File: config.mk
export PLATFORM = sky130hd
export DESIGN_NAME = register_dump
export DESIGN_NICKNAME = d
export VERILOG_FILES = /design/src/rtl/register_dump.sv
export SDC_FILE = /design/constraint.sdc
export NUM_CORES = 1
export LEC_CHECK = 0
export CAP_MARGIN = 5
export CORE_UTILIZATION = 35
export CTS_CLUSTER_SIZE = 28
export DETAILED_ROUTE_END_ITERATION = 8
export HOLD_SLACK_MARGIN = 0.08
export PLACE_DENSITY_LB_ADDON = 0.08
export SYNTH_ARGS = -nofsm -noshare
export SYNTH_HDL_FRONTEND = slang
export SYNTH_SLANG_ARGS = --single-unit
File: constraint.sdc
create_clock -name clock -period 3.39 [get_ports clock]
set_clock_uncertainty 0.05 [all_clocks]
set_input_delay 0.339 -clock clock [delete_from_list [all_inputs] [get_ports clock]]
set_output_delay 0.339 -clock clock [all_outputs]
set_load 0.01 [all_outputs]
File: src/rtl/register_dump.sv
// register_dump: walks the register file read port rs1 from START_IDX to
// END_IDX and presents each value on a valid/ready output stream.
//
// Ports:
//   clock      rising-edge clock
//   reset      asynchronous active-high reset
//   start      request a dump (sampled only while idle)
//   abort      end the dump in progress on the next edge
//   readAddr   register index to register file rs1
//   readData   register file outRS1, valid one cycle after readAddr
//   dumpData   captured register value
//   dumpIndex  index of the register held in dumpData
//   dumpValid  dumpData/dumpIndex valid
//   dumpReady  consumer accepts the transfer
//   busy       high whenever not idle
//   done       one-cycle pulse after the last transfer
module register_dump #(
  parameter int unsigned START_IDX = 0,
  parameter int unsigned END_IDX   = 31
) (
  input  logic        clock,
  input  logic        reset,
  input  logic        start,
  input  logic        abort,
  output logic [4:0]  readAddr,
  input  logic [31:0] readData,
  output logic [31:0] dumpData,
  output logic [4:0]  dumpIndex,
  output logic        dumpValid,
  input  logic        dumpReady,
  output logic        busy,
  output logic        done
);

  localparam int unsigned IDX_W  = 5;
  localparam int unsigned DATA_W = 32;

  localparam logic [IDX_W-1:0] START_V = IDX_W'(START_IDX);
  localparam logic [IDX_W-1:0] END_V   = IDX_W'(END_IDX);

  localparam logic [2:0] IDLE    = 3'd0;
  localparam logic [2:0] READ    = 3'd1;
  localparam logic [2:0] CAPTURE = 3'd2;
  localparam logic [2:0] OUT     = 3'd3;
  localparam logic [2:0] DONE    = 3'd4;

  logic [2:0]       state;
  logic [2:0]       state_next;
  logic [IDX_W-1:0] idx;

  // State register
  always_ff @(posedge clock or posedge reset) begin
    if (reset) begin
      state <= IDLE;
    end else begin
      state <= state_next;
    end
  end

  // Next-state decode; abort wins over start and over an OUT transfer
  always_comb begin
    state_next = state;
    case (state)
      IDLE: begin
        if (start && !abort) begin
          state_next = READ;
        end
      end
      READ: begin
        state_next = abort ? IDLE : CAPTURE;
      end
      CAPTURE: begin
        state_next = abort ? IDLE : OUT;
      end
      OUT: begin
        if (abort) begin
          state_next = IDLE;
        end else if (dumpReady) begin
          state_next = (idx == END_V) ? DONE : READ;
        end
      end
      DONE: begin
        state_next = IDLE;
      end
      default: begin
        state_next = IDLE;
      end
    endcase
  end

  // Status flags registered from the next state so they track state exactly
  always_ff @(posedge clock or posedge reset) begin
    if (reset) begin
      busy      <= 1'b0;
      done      <= 1'b0;
      dumpValid <= 1'b0;
    end else begin
      busy      <= (state_next != IDLE);
      done      <= (state_next == DONE);
      dumpValid <= (state_next == OUT);
    end
  end

  // Index and read address: both load on entry to READ, so readAddr holds
  // idx through READ/CAPTURE and keeps its last value everywhere else
  always_ff @(posedge clock or posedge reset) begin
    if (reset) begin
      idx      <= START_V;
      readAddr <= '0;
    end else if (state == IDLE && state_next == READ) begin
      idx      <= START_V;
      readAddr <= START_V;
    end else if (state == OUT && state_next == READ) begin
      idx      <= idx + IDX_W'(1);
      readAddr <= idx + IDX_W'(1);
    end
  end

  // Capture the register file output; held untouched while waiting in OUT
  always_ff @(posedge clock or posedge reset) begin
    if (reset) begin
      dumpData  <= '0;
      dumpIndex <= '0;
    end else if (state == CAPTURE) begin
      dumpData  <= DATA_W'(readData);
      dumpIndex <= idx;
    end
  end

endmodule

==> summary.txt, run 1 <==
Clock tree
  – Worst-path clk slew: 0.08 ns
  – Total CTS buffers: 5
  – H-tree depth: 2
  – Clk sinks: 48
  – CTS tree: built
  – Clock Latency Late Sink: 0.28 ns
  – Buffer count from post-CTS setup fixing: 0
  – CTS Root Cell: clkbuf_8
  – CTS Hold Buffers Added: 0
  – Clock buffer depth: 2
  – PostCTS Resize Cnt: 0

Cells and area
  – Ant. Diodes: 0
  – Fin util: 53.5%
  – Share of cells above drive strength 1: 23.0%
  – Multi-input gate area: 728 sq um
  – Fillers: 498
  – Design area: 0.00295 sq mm
  – Sequential cell area: 0.00120 sq mm
  – Area grow syn2layout: 47.5%
  – Nets@finish: 257

Die
  – Die Ht: 77.6 um
  – Core Box Area: 0.00551 sq mm
  – Die area: 0.00602 sq mm
  – Num rows: 27
  – Chip width: about 78 um
  – Initial core utilization: 36.3%
  – I/O Pins: 82

Global routing
  – Initial antenna violation count: 0
  – Vias in the first global route: 1,434
  – Most Crowded Layer GR: met2
  – GRT Total Usage: 15.1%
  – Largest net degree at the start of global routing: 49
  – Met1 Usage GRT: 18.8%
  – Met3 global-route usage: 3.76%
  – Grt ovf: 0
  – First-pass GRT wire length: just over 7000 um
  – GR Layer Usage met2: 24.8%

Timing
  – Worst slew margin: 32.5%
  – Final setup viols: 0
  – Setup TNS: 0 ns
  – Pins Over Slew Limit: 0
  – Final Hold Viols: 0
  – Worst slew pin tran: about 1 ns
  – Maximum clock rate: 0.468 GHz
  – Final Cycle Share: ~63%
  – Unrepaired setup endpoints after global routing: false
  – Tmin final: 2.14 ns

Synthesis
  – Avg Inst Size Synth: roughly 15 sq um
  – Dominant cell type by area after synthesis: dfrtp_1
  – FFs w/ async S/R, synth: 100%
  – EDFF count, synth: 0
  – Largest cells by area after synthesis: dfrtp_1 60%, mux2_2 20%, buf_6 2.3%, mux2i_1 1.5%, ha_1 1.3%
  – Ys Warns: 0
  – Mapped Cells: 135
  – Synth Net Count: between 150 and 200
  – Top cells by count, synth: 48 x dfrtp_1, 35 x mux2_2, 5 x inv_1, 4 x buf_6
  – Cell variety after synth: 34
  – Number of synthesized register bits: 48
  – Top-count cell post-synth: dfrtp_1
  – Main synth FF type: dfrtp_1
  – Share of the synthesized area in the top cell type: 60.1%
  – Post-synthesis sequential area ratio: between 60% and 70%
  – Post-Syn Area: 0.00200 sq mm

Pwr
  – Peak VDD IR: about 0.27 mV
  – Pwr/cell area: 574 mW/mm^2
  – Leak: 0.00122 uW
  – Power Total: 1690 uW

Drt
  – Routed WL: 4110 um
  – Vias/cell: 4.74
  – # DRC: 0
  – Initial DRC count: 42
  – 1st-pass router iterations: 4
  – WL/cell: 14.2 um
  – Final ANT Viol Nets: 0
  – Via count: 1,369

Run status
  – Status: complete, no violations

Worst setup path
  – Required @ worst endpoint: 3.51 ns
  – Critical Path Sink Type: register
  – CP Class: reg -> reg
  – Worst Path Max Fanout: 6
  – CP arrival: 2.26 ns
  – Critical Path Start Type: register

Placed design
  – GPL Wtd Cong: 0.863
  – I/O Buffers: 81
  – HPWL Detailed: 2960 um
  – Area after DPL: approximately 0.0028 sq mm

Run
  – Max cap viols: 0

Hold path
  – Worst Hold Class: reg -> reg
==> cell type report <==
type                    count  area share (%)
flip-flops and latches     48            40.7
repair buffers             81            27.5
multi-input cells          77            24.7
well taps                  72            3.06
clock buffers               5            2.33
clock inverters             1            1.02
inverters                   5           0.637
==> cells by family (layout without fill, tap and decap cells) <==
group / count (synthesis) / count (layout) / synth area share (%)
compound gates: 7 / 7 / 3.38
flops: 48 / 48 / 60.1
fa+ha+maj: 2 / 2 / 1.25
simple gates: 27 / 27 / 8.70
buf+inv: 10 / 92 / 3.44
mux: 41 / 41 / 23.1
==> worst max-delay path: stages, from the launching register on <==
cell	delay, ns
dfrtp_1	0.44
ha_1	0.25
and3_1	0.19
ha_1	0.22
nand4b_1	0.26
a21boi_4	0.30
mux2_4	0.32
==> state kept, by name (all words and copies together), names as in the netlist <==
signal	count
done	1
idx	5
dumpData	32
state	3
busy	1
dumpValid	1
dumpIndex	5
==> metrics by stage <==
| stage | cells | setup WS (ns) | hold WS [ns] |
|---|---|---|---|
| 4_1_cts | 289 | 1.26 | 0.449 |
| 6_report | 289 | 1.25 | 0.449 |
| 3_3_place_gp | 283 | 1.34 | 0.418 |
| 3_5_place_dp | 283 | 1.29 | 0.430 |
| 2_1_floorplan | 135 | 1.38 | 0.360 |
| 5_1_grt | 289 | 1.14 | 0.478 |
==> placed cells by master (no fill, tap or decap), types with 2 or more instances in the layout <==
| master | netlist | final |
|---|---|---|
| nand3_1 | 3 | 3 |
| nand2_1 | 3 | 3 |
| inv_1 | 5 | 4 |
| mux2i_1 | 3 | 3 |
| mux2_2 | 35 | 35 |
| mux2_1 | 2 | 2 |
| ha_1 | 2 | 2 |
| nor2_1 | 2 | 2 |
| dfrtp_1 | 48 | 48 |
| nor3_1 | 3 | 3 |
| nor2b_1 | 2 | 2 |
| clkbuf_8 | 0 | 5 |
| nand2b_1 | 2 | 2 |
| clkdlybuf4s50_1 | 0 | 81 |
==> routing by layer <==
| metal | share of wire [%] | vias to the layer above |
|---|---|---|
| met5 | 0 | - |
| met4 | 1.0 | 0 |
| met3 | 6.5 | 4 |
| met2 | 49 | 53 |
| met1 | 43 | 669 |
| li1 | - | 643 |
==> where the power goes <==
part | total [uW] | internal [uW] | switching, uW
registers | 772 | 701 | 70.3
logic | 537 | 357 | 180
clock network | 383 | 212 | 171
total | 1690 | 1270 | 422
==> path summary, 6_finish.rpt <==
check                              from      endpoint  slack (ns)  depth (start not counted)
min reg2reg                dumpData[27]  dumpData[27]        0.45                          1
max                              idx[0]        idx[0]        1.25                          6
max reg2reg                      idx[0]        idx[0]        1.25                          6
min                        dumpData[27]  dumpData[27]        0.45                          1
min in group asynchronous         reset  dumpData[24]        0.54                          2
max in group asynchronous         reset   dumpData[1]        2.14                          2
Note: power is estimated with default switching activity, not from simulation.
==> run 2: changes to the inputs <==
clock period = 1.93 ns   (was 3.39 ns; I/O delays follow)
==> run 2 against run 1 <==
Flip-flop and latch count did not move. Highest routed layer unchanged. Critical path depth did not move. Sequential power up 75%. Clock power up 59%. Die area unchanged. Global-route usage is 0.48 points higher. Power up 74%. Routed wire length is 8.0% higher. Cell count rose by 3.8%.
==> summary.txt, run 2 (synthesis results as in run 1) <==
Timing
  – Final setup viols: 0 (unchanged)
  – Tmin final: 1.91 ns (-0.225 ns)
  – Setup TNS: 0 ns (unchanged)
  – Maximum clock rate: 0.523 GHz (+12%)
  – Hold slack: 0.0890 ns (-0.360 ns)
  – Worst slew pin tran: 0.353 ns (-0.657 ns)
  – Final Cycle Share: 99.1% (+36 points)
  – PnR worst setup slack: 0.0172 ns (-1.23 ns)
  – Worst slew margin: 76.1% (+44 points)
  – Pins Over Slew Limit: 0 (unchanged)
  – Final Hold Viols: 0 (unchanged)
  – Unrepaired setup endpoints after global routing: true

Run
  – Max cap viols: 0 (unchanged)

Worst setup path
  – Critical Path Sink Type: register
  – Required @ worst endpoint: 2.06 ns (-1.45 ns)
  – Critical Path Start Type: register
  – CP Class: reg -> reg
  – Worst Path Max Fanout: 4 (-2)
  – CP arrival: 2.05 ns (-0.21 ns)

Drt
  – Final ANT Viol Nets: 0 (unchanged)
  – Metal1 wirelength: 1900 um (+6.3%)
  – WL/cell: 14.8 um (+4.0%)
  – DR WL met3: 312 um (+16%)
  – Met2 wire len: 2180 um (+7.9%)
  – Via count: 1,446 (+5.6%)
  – Routed WL: 4440 um (+8.0%)
  – # DRC: 0 (unchanged)
  – Top sig layer: met4
  – Vias/cell: 4.82 (+1.8%)
  – Initial DRC count: 42 (unchanged)
  – 1st-pass router iterations: 4 (unchanged)

Cells and area
  – Sequential cell area: 0.00120 sq mm (+0.10%)
  – Most common cell after layout, fill and taps aside: clkdlybuf4s50_1
  – Max reg flops: 32 (unchanged)
  – Most frequent cells in the layout: 81 x clkdlybuf4s50_1, 47 x dfrtp_1, 35 x mux2_2
  – Biggest register: dumpData
  – Area grow syn2layout: 52.8%
  – Nets@finish: 266 (+3.5%)
  – Design area: 0.00305 sq mm (+3.6%)
  – Multi-input gate area: 758 sq um (+4.1%)
  – Biggest regs: dumpData (32), dumpIndex (5), idx (5)
  – Share of cells above drive strength 1: 27.6% (+4.6 points)
  – Fillers: 455 (-8.6%)
  – Ant. Diodes: 0 (unchanged)

Placed design
  – Area after DPL: 0.00292 sq mm (+2.5%)
  – GPL Wtd Cong: 0.832 (-3.5%)
  – I/O Buffers: 81 (unchanged)
  – Pre-CTS setup slack: 0.0501 ns (-1.24 ns)
  – HPWL Detailed: 3130 um (+5.6%)

Global routing
  – Vias in the first global route: 1,462 (+2.0%)
  – First-pass GRT wire length: 7160 um (+1.5%)
  – GRT Total Usage: 15.5% (+0.48 points)
  – Largest net degree at the start of global routing: 38 (-22%)
  – Grt ovf: 0 (unchanged)
  – Initial antenna violation count: 0 (unchanged)

Hold path
  – Worst Hold Class: in -> async

Die
  – Initial core utilization: 36.3% (unchanged)
  – I/O Pins: 82 (unchanged)
  – Chip width: 77.6 um (unchanged)
  – Core Box Area: 0.00551 sq mm (unchanged)
  – Die Ht: 77.6 um (unchanged)
  – Die area: 0.00602 sq mm (unchanged)
  – Num rows: 27 (unchanged)

Clock tree
  – H-tree depth: 2 (unchanged)
  – Total CTS buffers: 5 (unchanged)
  – Worst-path clk slew: 0.08 ns (about the same)
  – CTS Hold Buffers Added: 0 (unchanged)
  – Clock buffer depth: 2 (unchanged)
  – CTS Root Cell: clkbuf_8
  – Clock Latency Late Sink: 0.29 ns (about the same)
  – Clk sinks: 48 (unchanged)
  – CTS tree: built

Run status
  – Status: complete, no violations

Pwr
  – Pwr/cell area: 961 mW/mm^2 (+67%)
  – Peak VDD IR: 0.465 mV (+73%)
  – Leak: 0.00126 uW (+3.0%)
[run 2: path summary, 6_finish.rpt]
| path | slack (ns) | from | cells past startpoint | endpoint |
|---|---|---|---|---|
| min reg2reg | 0.44 | dumpData[17] | 1 | dumpData[17] |
| max in group asynchronous | 1.18 | reset | 3 | idx[0] |
| min in group clock | 0.44 | dumpData[17] | 1 | dumpData[17] |
| max | 0.02 | idx[1] | 6 | idx[0] |
| min | 0.09 | reset | 2 | dumpData[9] |
| max reg2reg | 0.02 | idx[1] | 6 | idx[0] |
[run 2: power breakdown]
group | switching (uW) | total, uW | leakage [uW] | internal [uW]
Combinational | 333 | 977 | 0.000619 | 644
Clock | 316 | 609 | 0.0000455 | 293
Sequential | 117 | 1350 | 0.000595 | 1230
[run 2: cell type report]
class                   instances  share of cell area (%)
clock buffers                   8                    2.95
inverters                       5                   0.615
multi-input cells              77                    24.8
flip-flops and latches         48                    39.4
well taps                      72                    2.95
repair buffers                 90                    29.3
[run 2: worst max-delay path, stage by stage (launching register included)]
cell,delay [ns]
dfrtp_1,0.43
ha_4,0.18
and3_4,0.18
ha_4,0.17
nand4b_1,0.24
a21boi_4,0.24
mux2_4,0.31
[run 2: timing repair]
action / in CTS / in global routing
resized for setup: 0 / 4
buffers inserted: 0 / 2
endpoints found under the setup margin: 0 / 4
[run 2: through the flow]
step / power, uW / std cells / util (%)
2_1_floorplan: 1760 / 135 / -
3_3_place_gp: 2330 / 290 / 53.0
3_5_place_dp: 2360 / 290 / 53.0
4_1_cts: 2970 / 298 / 54.7
5_1_grt: 3100 / 300 / 55.5
6_report: 2940 / 300 / 55.5
[run 2: metal layers]
layer  track usage [%]  vias to the layer above
met3              5.06                        5
met1              18.4                      718
met2              26.5                       61
met5                 0                        -
li1                  -                      662
met4              5.09                        0
==> run 3: changes to the inputs <==
MAX_ROUTING_LAYER = met4   (was default)
==> run 3 against run 2 <==
Flip-flop and latch count is the same. Highest routed layer unchanged. Clock power is essentially flat. Global-route usage grew 0.45 points. Routed wire length shrank 0.20%. Cell count is the same. Sequential power is essentially flat. Core utilization is the same. Combinational power is essentially flat. Via count is essentially flat. Worst setup slack lost 0.0010 ns. Clock-buffer cell count is the same.
==> summary.txt, run 3 (synthesis results as in run 1) <==
Run status
  – Status: complete, no violations

Worst setup path
  – CP Class: reg -> reg
  – Worst Path Max Fanout: 4 (unchanged)
  – Cell depth of the worst flop-to-flop path: 6 (unchanged)
  – Critical Path Sink Type: register
  – Register-to-register setup slack: 0.02 ns (about the same)
  – Critical Path Start Type: register
  – R2r startpoint: idx[1]
  – Required @ worst endpoint: 2.06 ns (about the same)
  – Worst reg2reg path endpoint: idx[0]
  – CP arrival: 2.05 ns (about the same)

Placed design
  – HPWL Detailed: 3130 um (unchanged)
  – Pre-CTS setup slack: 0.0501 ns (unchanged)
  – GPL Wtd Cong: 0.845 (+1.5%)
  – I/O Buffers: 81 (unchanged)

Drt
  – Initial DRC count: 42 (unchanged)
  – Routed WL: 4430 um (-0.20%)
  – WL/cell: 14.8 um (-0.20%)
  – Final ANT Viol Nets: 0 (unchanged)
  – Vias/cell: 4.82 (about the same)
  – # DRC: 0 (unchanged)
  – Via count: 1,447 (+0.069%)
  – 1st-pass router iterations: 4 (unchanged)

Global routing
  – Most Crowded Layer GR: met2
  – GRT Total Usage: 16.0% (+0.45 points)
  – Grt ovf: 0 (unchanged)
  – Vias in the first global route: 1,459 (-0.21%)
  – Met1 Usage GRT: 18.9% (+0.45 points)
  – Met3 global-route usage: 4.59% (-0.47 points)
  – Initial antenna violation count: 0 (unchanged)
  – GR Layer Usage met2: 26.3% (-0.18 points)
  – Largest net degree at the start of global routing: 38 (unchanged)
  – First-pass GRT wire length: 7170 um (about the same)

Hold path
  – Worst Hold Class: in -> async

Cells and area
  – Most common cell after layout, fill and taps aside: clkdlybuf4s50_1
  – Nets@finish: 266 (unchanged)
  – Biggest regs: dumpData (32), dumpIndex (5), idx (5)
  – Biggest register: dumpData
  – Most frequent cells in the layout: 81 x clkdlybuf4s50_1, 47 x dfrtp_1, 35 x mux2_2
  – Share of cells above drive strength 1: 27.6% (unchanged)
  – Fillers: 455 (unchanged)
  – Ant. Diodes: 0 (unchanged)
  – Area grow syn2layout: 52.8% (unchanged)
  – Max reg flops: 32 (unchanged)

Clock tree
  – Clk sinks: 48 (unchanged)
  – Worst-path clk slew: 0.08 ns (about the same)
  – Total CTS buffers: 5 (unchanged)
  – Clock Latency Late Sink: 0.29 ns (about the same)
  – H-tree depth: 2 (unchanged)
  – CTS tree: built
  – CTS Root Cell: clkbuf_8
  – Clock buffer depth: 2 (unchanged)

Die
  – Chip width: 77.6 um (unchanged)
  – Initial core utilization: 36.3% (unchanged)
  – Num rows: 27 (unchanged)
  – Die Ht: 77.6 um (unchanged)
  – I/O Pins: 82 (unchanged)
  – Die area: 0.00602 sq mm (unchanged)
  – Core Box Area: 0.00551 sq mm (unchanged)

Timing
  – Final Hold Viols: 0 (unchanged)
  – Unrepaired setup endpoints after global routing: true
  – Worst slew margin: 76.1% (unchanged)
  – Setup TNS: 0 ns (unchanged)
  – Worst slew pin tran: 0.353 ns (+0.000000715 ns)
  – PnR worst setup slack: 0.0161 ns (-0.00102 ns)
  – Pins Over Slew Limit: 0 (unchanged)
  – Final setup viols: 0 (unchanged)
  – Final Cycle Share: 99.2% (about the same)
  – Maximum clock rate: 0.523 GHz (about the same)
  – Tmin final: 1.91 ns (+0.00102 ns)

Pwr
  – Peak VDD IR: 0.465 mV (about the same)
  – Pwr/cell area: 961 mW/mm^2 (about the same)
  – Leak: 0.00126 uW (unchanged)

Run
  – Max cap viols: 0 (unchanged)
## run 3: cell counts in the layout (fill, tap and decap cells not counted)
Identical to the previous run, type by type.
## run 3: worst max path at each step
stage,start,endpoint,slack (ns),depth (start not counted)
after floorplan,idx[0],idx[0],0.02,6
after global placement,idx[0],idx[0],0.10,6
after detailed placement,idx[0],idx[0],0.05,6
after CTS,idx[0],idx[4],0.009,7
after global routing,idx[0],idx[4],-0.02,7
final,idx[1],idx[0],0.02,6
## run 3: final cells by class
class	count	area (sq um)	area share, %
Timing Repair Buffer	90	895	29.3
Multi-Input combinational cell	77	758	24.8
Inverter	5	18.8	0.615
Tap cell	72	90.1	2.95
Clock buffer	8	90.1	2.95
Sequential cell	48	1200	39.4
## run 3: critical path: stages (launching register included)
cell and delay, ns:
dfrtp_1 0.43, ha_4 0.18, and3_4 0.18, ha_4 0.17, nand4b_1 0.24, a21boi_4 0.25
mux2_4 0.31
## run 3: power by group
group / internal (uW) / leakage (uW) / switching, uW
Clock: 293 / 0.0000455 / 316
Sequential: 1230 / 0.000595 / 118
Combinational: 644 / 0.000619 / 333
Total: 2170 / 0.00126 / 766
## run 3: per-stage QoR
step | utilization [%] | hold WS (ns) | power, uW | area, sq um | instances
final | 55.5 | 0.0895 | 2930 | 3050 | 300
after CTS | 54.7 | 0.0934 | 2970 | 3010 | 298
after floorplan | - | 0.214 | 1760 | 2000 | 135
after global routing | 55.5 | 0.0928 | 3100 | 3050 | 300
after global placement | 53.0 | 0.401 | 2330 | 2920 | 290
after detailed placement | 53.0 | 0.411 | 2360 | 2920 | 290
## run 3: per-layer routing
metal	vias up	wire, um
li1	662	-
met1	719	1910
met2	61	2180
met3	5	284
met4	0	53
met5	-	0
## run 3: timing repair
item | in CTS | in global routing
hold buffers | 0 | 0
gates resized for setup | 0 | 4
setup endpoints to repair | 0 | 4
buffers inserted | 0 | 2
